<file path="src/rtl/mips_isa_pkg.sv">
// Purpose: shared MIPS ISA constants (opcodes, funct codes) and the ALU
//          function type used by the execute-stage decode and datapath.
package mips_isa_pkg;

  localparam int unsigned DATA_W  = 32;
  localparam int unsigned SHAMT_W = 5;
  localparam int unsigned OP_W    = 6;
  localparam int unsigned FN_W    = 6;
  localparam int unsigned IMM_W   = 16;

  // ALU function code; values match the MIPS R-type funct field
  typedef logic [FN_W-1:0] alu_funct_t;

  // Primary opcodes (inst[31:26])
  localparam logic [OP_W-1:0] OP_RTYPE  = 6'h00;
  localparam logic [OP_W-1:0] OP_REGIMM = 6'h01;
  localparam logic [OP_W-1:0] OP_J      = 6'h02;
  localparam logic [OP_W-1:0] OP_JAL    = 6'h03;
  localparam logic [OP_W-1:0] OP_BEQ    = 6'h04;
  localparam logic [OP_W-1:0] OP_BNE    = 6'h05;
  localparam logic [OP_W-1:0] OP_BLEZ   = 6'h06;
  localparam logic [OP_W-1:0] OP_BGTZ   = 6'h07;
  localparam logic [OP_W-1:0] OP_ADDI   = 6'h08;
  localparam logic [OP_W-1:0] OP_ADDIU  = 6'h09;
  localparam logic [OP_W-1:0] OP_SLTI   = 6'h0A;
  localparam logic [OP_W-1:0] OP_SLTIU  = 6'h0B;
  localparam logic [OP_W-1:0] OP_ANDI   = 6'h0C;
  localparam logic [OP_W-1:0] OP_ORI    = 6'h0D;
  localparam logic [OP_W-1:0] OP_XORI   = 6'h0E;
  localparam logic [OP_W-1:0] OP_LUI    = 6'h0F;
  localparam logic [OP_W-1:0] OP_LB     = 6'h20;
  localparam logic [OP_W-1:0] OP_LH     = 6'h21;
  localparam logic [OP_W-1:0] OP_LWL    = 6'h22;
  localparam logic [OP_W-1:0] OP_LW     = 6'h23;
  localparam logic [OP_W-1:0] OP_LBU    = 6'h24;
  localparam logic [OP_W-1:0] OP_LHU    = 6'h25;
  localparam logic [OP_W-1:0] OP_SB     = 6'h28;
  localparam logic [OP_W-1:0] OP_SH     = 6'h29;
  localparam logic [OP_W-1:0] OP_SW     = 6'h2B;

  // ALU functions (R-type funct values plus two private codes)
  localparam alu_funct_t FN_SLL  = 6'h00;
  localparam alu_funct_t FN_SRL  = 6'h02;
  localparam alu_funct_t FN_SRA  = 6'h03;
  localparam alu_funct_t FN_SLLV = 6'h04;
  localparam alu_funct_t FN_SRLV = 6'h06;
  localparam alu_funct_t FN_SRAV = 6'h07;
  localparam alu_funct_t FN_ADD  = 6'h20;
  localparam alu_funct_t FN_ADDU = 6'h21;
  localparam alu_funct_t FN_SUB  = 6'h22;
  localparam alu_funct_t FN_SUBU = 6'h23;
  localparam alu_funct_t FN_AND  = 6'h24;
  localparam alu_funct_t FN_OR   = 6'h25;
  localparam alu_funct_t FN_XOR  = 6'h26;
  localparam alu_funct_t FN_NOR  = 6'h27;
  localparam alu_funct_t FN_SLT  = 6'h2A;
  localparam alu_funct_t FN_SLTU = 6'h2B;
  localparam alu_funct_t ALU_NOP = 6'h3E;
  localparam alu_funct_t ALU_LUI = 6'h3F;

  // True for R-type funct values the ALU implements directly
  function automatic logic is_alu_rfunct(input alu_funct_t f);
    case (f)
      FN_SLL, FN_SRL, FN_SRA, FN_SLLV, FN_SRLV, FN_SRAV,
      FN_ADD, FN_ADDU, FN_SUB, FN_SUBU,
      FN_AND, FN_OR, FN_XOR, FN_NOR,
      FN_SLT, FN_SLTU:  return 1'b1;
      default:          return 1'b0;
    endcase
  endfunction

endpackage

</file>
<file path="src/rtl/alu_funct_dec.sv">
// Purpose: combinational opcode/funct -> ALU function decode.
// Ports:
//   i_opcode       in  6  inst[31:26]
//   i_funct        in  6  inst[5:0] (only used for R-type)
//   o_alu_funct_c  out 6  decoded ALU function (combinational)
module alu_funct_dec
  import mips_isa_pkg::*;
(
  input  logic [OP_W-1:0] i_opcode,
  input  logic [FN_W-1:0] i_funct,
  output alu_funct_t      o_alu_funct_c
);

  alu_funct_t w_alu_funct;

  // Anything not listed (J, JAL, unknown opcodes) becomes a NOP
  always_comb begin
    w_alu_funct = ALU_NOP;
    case (i_opcode)
      OP_RTYPE:  w_alu_funct = is_alu_rfunct(i_funct) ? i_funct : ALU_NOP;
      OP_ADDI:   w_alu_funct = FN_ADD;
      OP_ADDIU,
      OP_LB, OP_LH, OP_LWL, OP_LW, OP_LBU, OP_LHU,
      OP_SB, OP_SH, OP_SW:
                 w_alu_funct = FN_ADDU;
      OP_BEQ,
      OP_BNE:    w_alu_funct = FN_SUB;
      OP_BLEZ, OP_BGTZ,
      OP_REGIMM: w_alu_funct = FN_SLT;
      OP_SLTI:   w_alu_funct = FN_SLT;
      OP_SLTIU:  w_alu_funct = FN_SLTU;
      OP_ANDI:   w_alu_funct = FN_AND;
      OP_ORI:    w_alu_funct = FN_OR;
      OP_XORI:   w_alu_funct = FN_XOR;
      OP_LUI:    w_alu_funct = ALU_LUI;
      default:   w_alu_funct = ALU_NOP;
    endcase
  end

  assign o_alu_funct_c = w_alu_funct;

endmodule

</file>
<file path="src/rtl/alu_exec_stage.sv">
// Purpose: MIPS execute-stage ALU. Decodes opcode/funct, computes the
//          32-bit result and zero flag, and registers them (1-cycle latency).
// Ports:
//   clk, rst_n   clock (rising edge) and async active-low reset
//   in_valid     instruction/operands valid this cycle
//   opcode/funct instruction fields inst[31:26] / inst[5:0]
//   opA, opB     operands (opA[4:0] is the shift amount for shifts)
//   alu_funct    combinational decoded function (observation only)
//   out, zero    registered result and (result == 0)
//   out_valid    registered copy of in_valid
module alu_exec_stage
  import mips_isa_pkg::*;
(
  input  logic              clk,
  input  logic              rst_n,
  input  logic              in_valid,
  input  logic [OP_W-1:0]   opcode,
  input  logic [FN_W-1:0]   funct,
  input  logic [DATA_W-1:0] opA,
  input  logic [DATA_W-1:0] opB,
  output logic [FN_W-1:0]   alu_funct,
  output logic [DATA_W-1:0] out,
  output logic              zero,
  output logic              out_valid
);

  alu_funct_t          w_alu_funct;
  logic [SHAMT_W-1:0]  w_shamt;
  logic [DATA_W-1:0]   w_result;
  logic                w_zero;

  logic [DATA_W-1:0]   r_out;
  logic                r_zero;
  logic                r_valid;

  alu_funct_dec u_dec (
    .i_opcode      (opcode),
    .i_funct       (funct),
    .o_alu_funct_c (w_alu_funct)
  );

  // Fixed and variable shifts both take the amount from opA[4:0]
  assign w_shamt = opA[SHAMT_W-1:0];

  // Datapath; unsupported codes fall to zero so the result is never X
  always_comb begin
    w_result = '0;
    case (w_alu_funct)
      FN_ADD, FN_ADDU:  w_result = opA + opB;
      FN_SUB, FN_SUBU:  w_result = opA - opB;
      FN_AND:           w_result = opA & opB;
      FN_OR:            w_result = opA | opB;
      FN_XOR:           w_result = opA ^ opB;
      FN_NOR:           w_result = ~(opA | opB);
      FN_SLT:           w_result = DATA_W'($signed(opA) < $signed(opB));
      FN_SLTU:          w_result = DATA_W'(opA < opB);
      FN_SLL, FN_SLLV:  w_result = opB << w_shamt;
      FN_SRL, FN_SRLV:  w_result = opB >> w_shamt;
      FN_SRA, FN_SRAV:  w_result = DATA_W'($signed(opB) >>> w_shamt);
      ALU_LUI:          w_result = {opB[IMM_W-1:0], IMM_W'(0)};
      default:          w_result = '0;
    endcase
  end

  assign w_zero = (w_result == '0);

  // Output register loads every cycle; out_valid qualifies it downstream
  always_ff @(posedge clk or negedge rst_n) begin
    if (!rst_n) begin
      r_out   <= '0;
      r_zero  <= 1'b1;
      r_valid <= 1'b0;
    end else begin
      r_out   <= w_result;
      r_zero  <= w_zero;
      r_valid <= in_valid;
    end
  end

  assign alu_funct = w_alu_funct;
  assign out       = r_out;
  assign zero      = r_zero;
  assign out_valid = r_valid;

endmodule

</file>
<file path="config.mk">
export PLATFORM = sky130hd
export DESIGN_NAME = alu_exec_stage
export DESIGN_NICKNAME = d
export VERILOG_FILES = /design/src/rtl/mips_isa_pkg.sv /design/src/rtl/alu_funct_dec.sv /design/src/rtl/alu_exec_stage.sv
export SDC_FILE = /design/constraint.sdc
export NUM_CORES = 1
export LEC_CHECK = 0
export CORE_MARGIN = 10
export CORE_UTILIZATION = 55
export CTS_BUF_LIST = sky130_fd_sc_hd__clkbuf_16
export DETAILED_ROUTE_END_ITERATION = 12
export PLACE_DENSITY = 0.78
export SETUP_SLACK_MARGIN = 0.05
export SLEW_MARGIN = 20
export SYNTH_ARGS = -nofsm -noshare
export SYNTH_HDL_FRONTEND = slang
export SYNTH_SLANG_ARGS = --single-unit
</file>
<file path="constraint.sdc">
create_clock -name clk -period 3.42 [get_ports clk]
set_clock_uncertainty 0.1 [all_clocks]
set_input_delay 0.684 -clock clk [delete_from_list [all_inputs] [get_ports clk]]
set_output_delay 0.684 -clock clk [all_outputs]
set_load 0.01 [all_outputs]
</file>
==> flow_results.org, run 1 <==
** Synth
- Counting distinct cell types in the post-synthesis netlist gives 97.
- Yosys printed 0 warnings.
- The share of synthesized area in the top cell type comes to 0.106.
- Post-Synthesis Cells :: 1572
- In this run, synthesis inferred 0 flip-flops with an integrated enable.
- Synth Register Bits :: 34
- Counting flops with an async set or reset pin after synthesis yields a share of 1.00.
- In this run the mean area of a mapped cell was 7.18 um^2.
- The synthesized netlist occupies a cell area of 0.0113 mm^2.
- The synthesized design spends more area on one cell type than any other, namely sky130_fd_sc_hd__ha_1.
- Of the synthesized area, sequential elements account for 0.0755.
- The number of nets in the synthesized netlist is 1749.
- The most used flip-flop cell after synthesis is sky130_fd_sc_hd__dfrtp_1.
- Ranked by total cell area, the synthesized netlist is headed by sky130_fd_sc_hd__ha_1, sky130_fd_sc_hd__dfrtp_1, sky130_fd_sc_hd__mux2i_1, sky130_fd_sc_hd__a21oi_1, sky130_fd_sc_hd__mux4_2.

** Floorplan
- For this configuration, the core starts out at a cell density of 0.557.
- The die is 163 um wide.
- Number of placement rows :: 52
- Die H :: 163 um
- During I/O placement, the number of pins put on the boundary was 119.

** Clocking
- Hold repair after CTS inserted 0 buffers.
- Clock tree synthesis inserted a total of 5 buffers.
- The H-tree was split into 2 levels.
- The clock drives 34 sinks.
- Clock buffer depth :: 2
- Clock tree root buffer cell :: sky130_fd_sc_hd__clkbuf_16

** Global routing
- Summed over all layers, the global routing overflow is 219.
- For this run, the total global-route usage over all layers was measured as 0.753.
- Maximum number of pins on one net before global-route repair :: 61
- First-pass GRT wire length :: 154 mm
- The via count of the first global-routing pass came to 22400.

** Placed design
- Input/output buffers :: 118
- Total placed cells including tap cells :: 2415
- At the end of routability-driven placement, the weighted congestion stood at 1.34.
- Detailed placement finished with a half-perimeter wire length of 50.8 mm.

** Status
- Stage at which the run stopped :: 5_1_grt
- The run stopped with a tool error.
- First Err :: [ERROR GRT-0116] Global routing finished with congestion. Check the congestion regions in the DRC Viewer.
==> per-stage QoR <==
step | setup slack (ns) | cell area [um^2]
floorplan | -0.490 | 11600
global placement | -1.08 | 16700
detailed placement | -1.24 | 16700
CTS | -0.270 | 18600
==> kinds of logic after synthesis <==
| group | after synthesis | share of synthesized area |
|---|---|---|
| and+or+nand+nor | 508 | 0.216 |
| xor gates and xnor gates | 53 | 0.0412 |
| adders and majority gates | 98 | 0.110 |
| DFF | 34 | 0.0755 |
| muxes | 138 | 0.161 |
| AOI/OAI and AO/OA | 520 | 0.304 |
| buffers and inverters | 221 | 0.0914 |
==> synthesized netlist by cell type (17+ instances only) <==
library cell,number
sky130_fd_sc_hd__a211oi_1,19
sky130_fd_sc_hd__a21oi_1,147
sky130_fd_sc_hd__a22oi_1,37
sky130_fd_sc_hd__buf_2,39
sky130_fd_sc_hd__buf_4,22
sky130_fd_sc_hd__clkbuf_1,45
sky130_fd_sc_hd__dfrtp_1,33
sky130_fd_sc_hd__ha_1,96
sky130_fd_sc_hd__inv_1,94
sky130_fd_sc_hd__mux2_2,29
sky130_fd_sc_hd__mux2i_1,76
sky130_fd_sc_hd__mux4_2,32
sky130_fd_sc_hd__nand2_1,145
sky130_fd_sc_hd__nand3_1,35
sky130_fd_sc_hd__nor2_1,156
sky130_fd_sc_hd__nor2b_1,17
sky130_fd_sc_hd__nor3_1,42
sky130_fd_sc_hd__nor4_1,17
sky130_fd_sc_hd__o211ai_1,25
sky130_fd_sc_hd__o21ai_0,101
sky130_fd_sc_hd__o31ai_1,28
sky130_fd_sc_hd__xnor2_1,52
==> timing repair <==
item                                    4_1_cts
gates resized for setup                     393
pin swaps                                   114
endpoints found under the setup margin       38
setup buffers                                69
==> routing by layer <==
metal  GRT usage  overflow
met2       0.863       120
met4       0.747        72
met5       0.469         5
met1       0.736         8
met3       0.676        14
==> run 2, diff against run 1 <==
--- a/config.mk
+++ b/config.mk
@@ -6,11 +6,9 @@
 export NUM_CORES = 1
 export LEC_CHECK = 0
 export CORE_MARGIN = 10
-export CORE_UTILIZATION = 55
-export CTS_BUF_LIST = sky130_fd_sc_hd__clkbuf_16
+export CORE_UTILIZATION = 40
 export DETAILED_ROUTE_END_ITERATION = 12
-export PLACE_DENSITY = 0.78
-export SETUP_SLACK_MARGIN = 0.05
+export PLACE_DENSITY_LB_ADDON = 0.15
 export SLEW_MARGIN = 20
 export SYNTH_ARGS = -nofsm -noshare
 export SYNTH_HDL_FRONTEND = slang
==> run 2 against run 1 <==
Net effect: the flow now finishes, with violations (negative setup slack); synthesized cell count unchanged; synthesized area unchanged.
==> flow_results.org, run 2 <==
** Status
- The flow ran to the end, but the final reports show violations.
- Failing checks :: negative setup slack

** Detailed routing
- Initial DRC count :: 2405
- For this run, the detailed router's first-pass iteration total came to 6.
- Count of antenna-violating nets left after detailed routing :: 0
- Detailed-route wire length per cell :: 26.7 um
- Residual DRC :: 0
- After detailed routing, the number of vias per cell comes to 6.27.
- Total routed wirelength :: 71.3 mm
- The detailed router placed 16800 vias in this run.

** Pwr
- Leakage power figure :: 0.00901 uW
- After layout, the design draws a total of 4370 uW.
- Dividing total power by cell area gives a power density of 219 mW/mm^2.
- Worst-case vdd ir drop :: 0.176 mV

** Floorplan
- In this run the horizontal extent of the chip is 188 um.
- The die is 188 um tall.
- Number of placement rows :: 61
- The core region is 0.0278 mm^2.
- Number of top-level design ports :: 119
- For this configuration, the core starts out at a cell density of 0.406.
- The die covers 0.0353 mm^2.

** Timing
- Headroom to the max-slew limit came out at 0.482.
- Max-slew violations :: 0
- The number of hold violations in the final report came to 0.
- For the pin with the worst max-slew slack, the measured transition is 0.777 ns.
- Dividing the final minimum period by the clock period gives 1.12.
- Setup violations remaining at the end of the flow were counted as 3.
- RSZ-0062 raised after global routing :: yes
- Post-layout min period :: 3.82 ns
- After layout, the worst setup slack is -0.395 ns.
- After routing, the total negative slack on setup checks comes to -0.529 ns.
- The tightest hold path in the finished design has a slack of 0.695 ns.
- Based on the critical path, the design can be clocked at up to 262 MHz.

** Cells and area
- The layout has 2260 filler cells.
- Count of nets after finishing :: 2470
- Sequential cell area :: 852 um^2
- Leaving out fill and tap cells, the most frequent cells in the layout are sky130_fd_sc_hd__buf_4, sky130_fd_sc_hd__nor2_1, sky130_fd_sc_hd__nand2_1.
- The number of antenna diodes in the final layout is 0.
- After routing the design area is 0.0200 mm^2.
- Ratio of cells with drive above 1 in the final layout :: 0.488
- Area of the multi-input gates :: 0.0111 mm^2
- Area growth, synth to finish :: 76.9%
- The library cell used most frequently in the layout, excluding fill and tap cells, is sky130_fd_sc_hd__buf_4.
- Flip-flop count of the largest register, all copies and words added :: 32

** Global routing
- First-pass GRT wire length :: 101 mm
- Maximum number of pins on one net before global-route repair :: 60
- Vias in the first global route :: 16000
- Combined global-route utilization of all metal layers :: 0.371
- Global routing finished with a remaining overflow of 0.
- Initial antenna violation count :: 2

** Clocking
- Number of buffers created by CTS :: 5
- Clock buffer depth :: 2
- The clock drives 34 sinks.
- Clock tree root buffer cell :: sky130_fd_sc_hd__clkbuf_16
- After clock tree synthesis, the clock-pin slew on the worst setup and hold paths is 0.05 ns.
- TritonCTS clock tree :: yes
- Maximum level of the CTS H-tree :: 2

** Synth
- Counting flops with an async set or reset pin after synthesis yields a share of 1.00.
- Fraction of the yosys area taken by sequential cells :: 0.0755
- Ys flop type :: sky130_fd_sc_hd__dfrtp_1
- The commonest cells after synthesis are sky130_fd_sc_hd__nor2_1, sky130_fd_sc_hd__a21oi_1, sky130_fd_sc_hd__nand2_1.
- Yosys synthesis warning count :: 0
- Average instance area after synthesis :: 7.18 um^2
- Summing every instance area after synthesis gives 0.0113 mm^2.
- Leading post-synthesis cells by cell area :: sky130_fd_sc_hd__ha_1, sky130_fd_sc_hd__dfrtp_1, sky130_fd_sc_hd__mux2i_1, sky130_fd_sc_hd__a21oi_1, sky130_fd_sc_hd__mux4_2
- Top-area cell type share of the netlist area :: 0.106
- Most frequent cell after synthesis :: sky130_fd_sc_hd__nor2_1
- Synth Register Bits :: 34
- The largest total area in the synthesized netlist belongs to sky130_fd_sc_hd__ha_1.
- Counting every net in the synthesized netlist gives 1749.
- EDFF count, synth :: 0
- Yosys cell types :: 97
- After technology mapping, the gate count stands at 1572.

** Setup path
- The critical path is of the in2reg type.
- The worst setup path is launched from an input port.
- Critical-path maximum fanout :: 4
- STA puts the critical path data required time at 3.53 ns.
- STA classifies the critical path endpoint as a register.
- Data arrives at the worst endpoint at 3.93 ns.

** Placed design
- Final weighted congestion of routability-driven global placement :: 1.15
- Post-DP HPWL :: 56.2 mm
- Cell area after placement :: 0.0173 mm^2
- Prior to clock tree synthesis, the placed netlist has a worst setup slack of -1.28 ns.
- Input and output buffers added on the ports amount to 118.

** Flow run
- Total of max-cap violations :: 0

** Worst hold path
- Worst Hold Class :: in2async
run 2: cell counts after synthesis:
No cell type changed its count.
run 2: worst max path at each step:
stage	start	endpoint	slack (ns)
after floorplan	opA[0]	zero$_DFF_PN1_	-0.49
after global placement	opcode[3]	zero$_DFF_PN1_	-1.22
after detailed placement	opB[1]	zero$_DFF_PN1_	-1.28
after CTS	opB[20]	zero$_DFF_PN1_	-0.37
after global routing	opB[27]	zero$_DFF_PN1_	-0.46
final	opA[0]	zero$_DFF_PN1_	-0.40
run 2: per-layer routing:
| layer | vias to the layer above | global-route usage | share of wire |
|---|---|---|---|
| met4 | 2 | 0.243 | 0.081 |
| li1 | 7274 | - | - |
| met1 | 7882 | 0.474 | 0.38 |
| met3 | 290 | 0.0655 | 0.12 |
| met5 | - | 0 | 0.00018 |
| met2 | 1307 | 0.564 | 0.42 |
run 2: area by class of cell:
cell class | count | share of cell area
clock buffers | 6 | 0.00696
clock inverters | 2 | 0.000627
inverters | 100 | 0.0213
multi-input cells | 1317 | 0.558
flip-flops and latches | 34 | 0.0427
well taps | 378 | 0.0237
repair buffers | 835 | 0.347
run 2: power by group:
group          internal (uW)  switching [uW]
Clock                    287             155
Sequential               448            10.9
Combinational           1650            1820
run 2: cell families (layout without fill, tap and decap cells):
| family | count (synthesis) | in the layout | share of synthesized area |
|---|---|---|---|
| adders and majority gates | 98 | 98 | 0.110 |
| DFF | 34 | 34 | 0.0755 |
| and+or+nand+nor | 508 | 508 | 0.216 |
| muxes | 138 | 138 | 0.161 |
| xor gates and xnor gates | 53 | 53 | 0.0412 |
| buffers and inverters | 221 | 943 | 0.0914 |
| AOI/OAI and AO/OA | 520 | 520 | 0.304 |
run 2: critical path: stages:
cell and delay (ns):
sky130_fd_sc_hd__buf_12 0.11, sky130_fd_sc_hd__ha_4 0.14, sky130_fd_sc_hd__inv_2 0.04, sky130_fd_sc_hd__fa_2 0.39, sky130_fd_sc_hd__nor2b_4 0.17, sky130_fd_sc_hd__o2111ai_4 0.17
sky130_fd_sc_hd__a21oi_4 0.21, sky130_fd_sc_hd__buf_6 0.12, sky130_fd_sc_hd__o211ai_1 0.17, sky130_fd_sc_hd__nand3_2 0.16, sky130_fd_sc_hd__mux2i_1 0.24, sky130_fd_sc_hd__a221oi_2 0.10
sky130_fd_sc_hd__or4_4 0.53, sky130_fd_sc_hd__nor4_2 0.25, sky130_fd_sc_hd__and4bb_1 0.24, sky130_fd_sc_hd__nand4_1 0.10, sky130_fd_sc_hd__nor2_2 0.12
run 2: through the flow:
stage	std cells	util
floorplan	1572	-
global placement	2579	0.621
detailed placement	2579	0.621
CTS	2635	0.683
global route	2672	0.718
finish	2672	0.718
run 2: timing repair:
action,4_1_cts,5_1_grt
cloned,0,1
setup endpoints to repair,38,20
gates resized for setup,348,215
setup buffers,49,38
pin swaps,104,106
hold buffers,0,0
No activity file was read; power rests on OpenSTA's default activity.
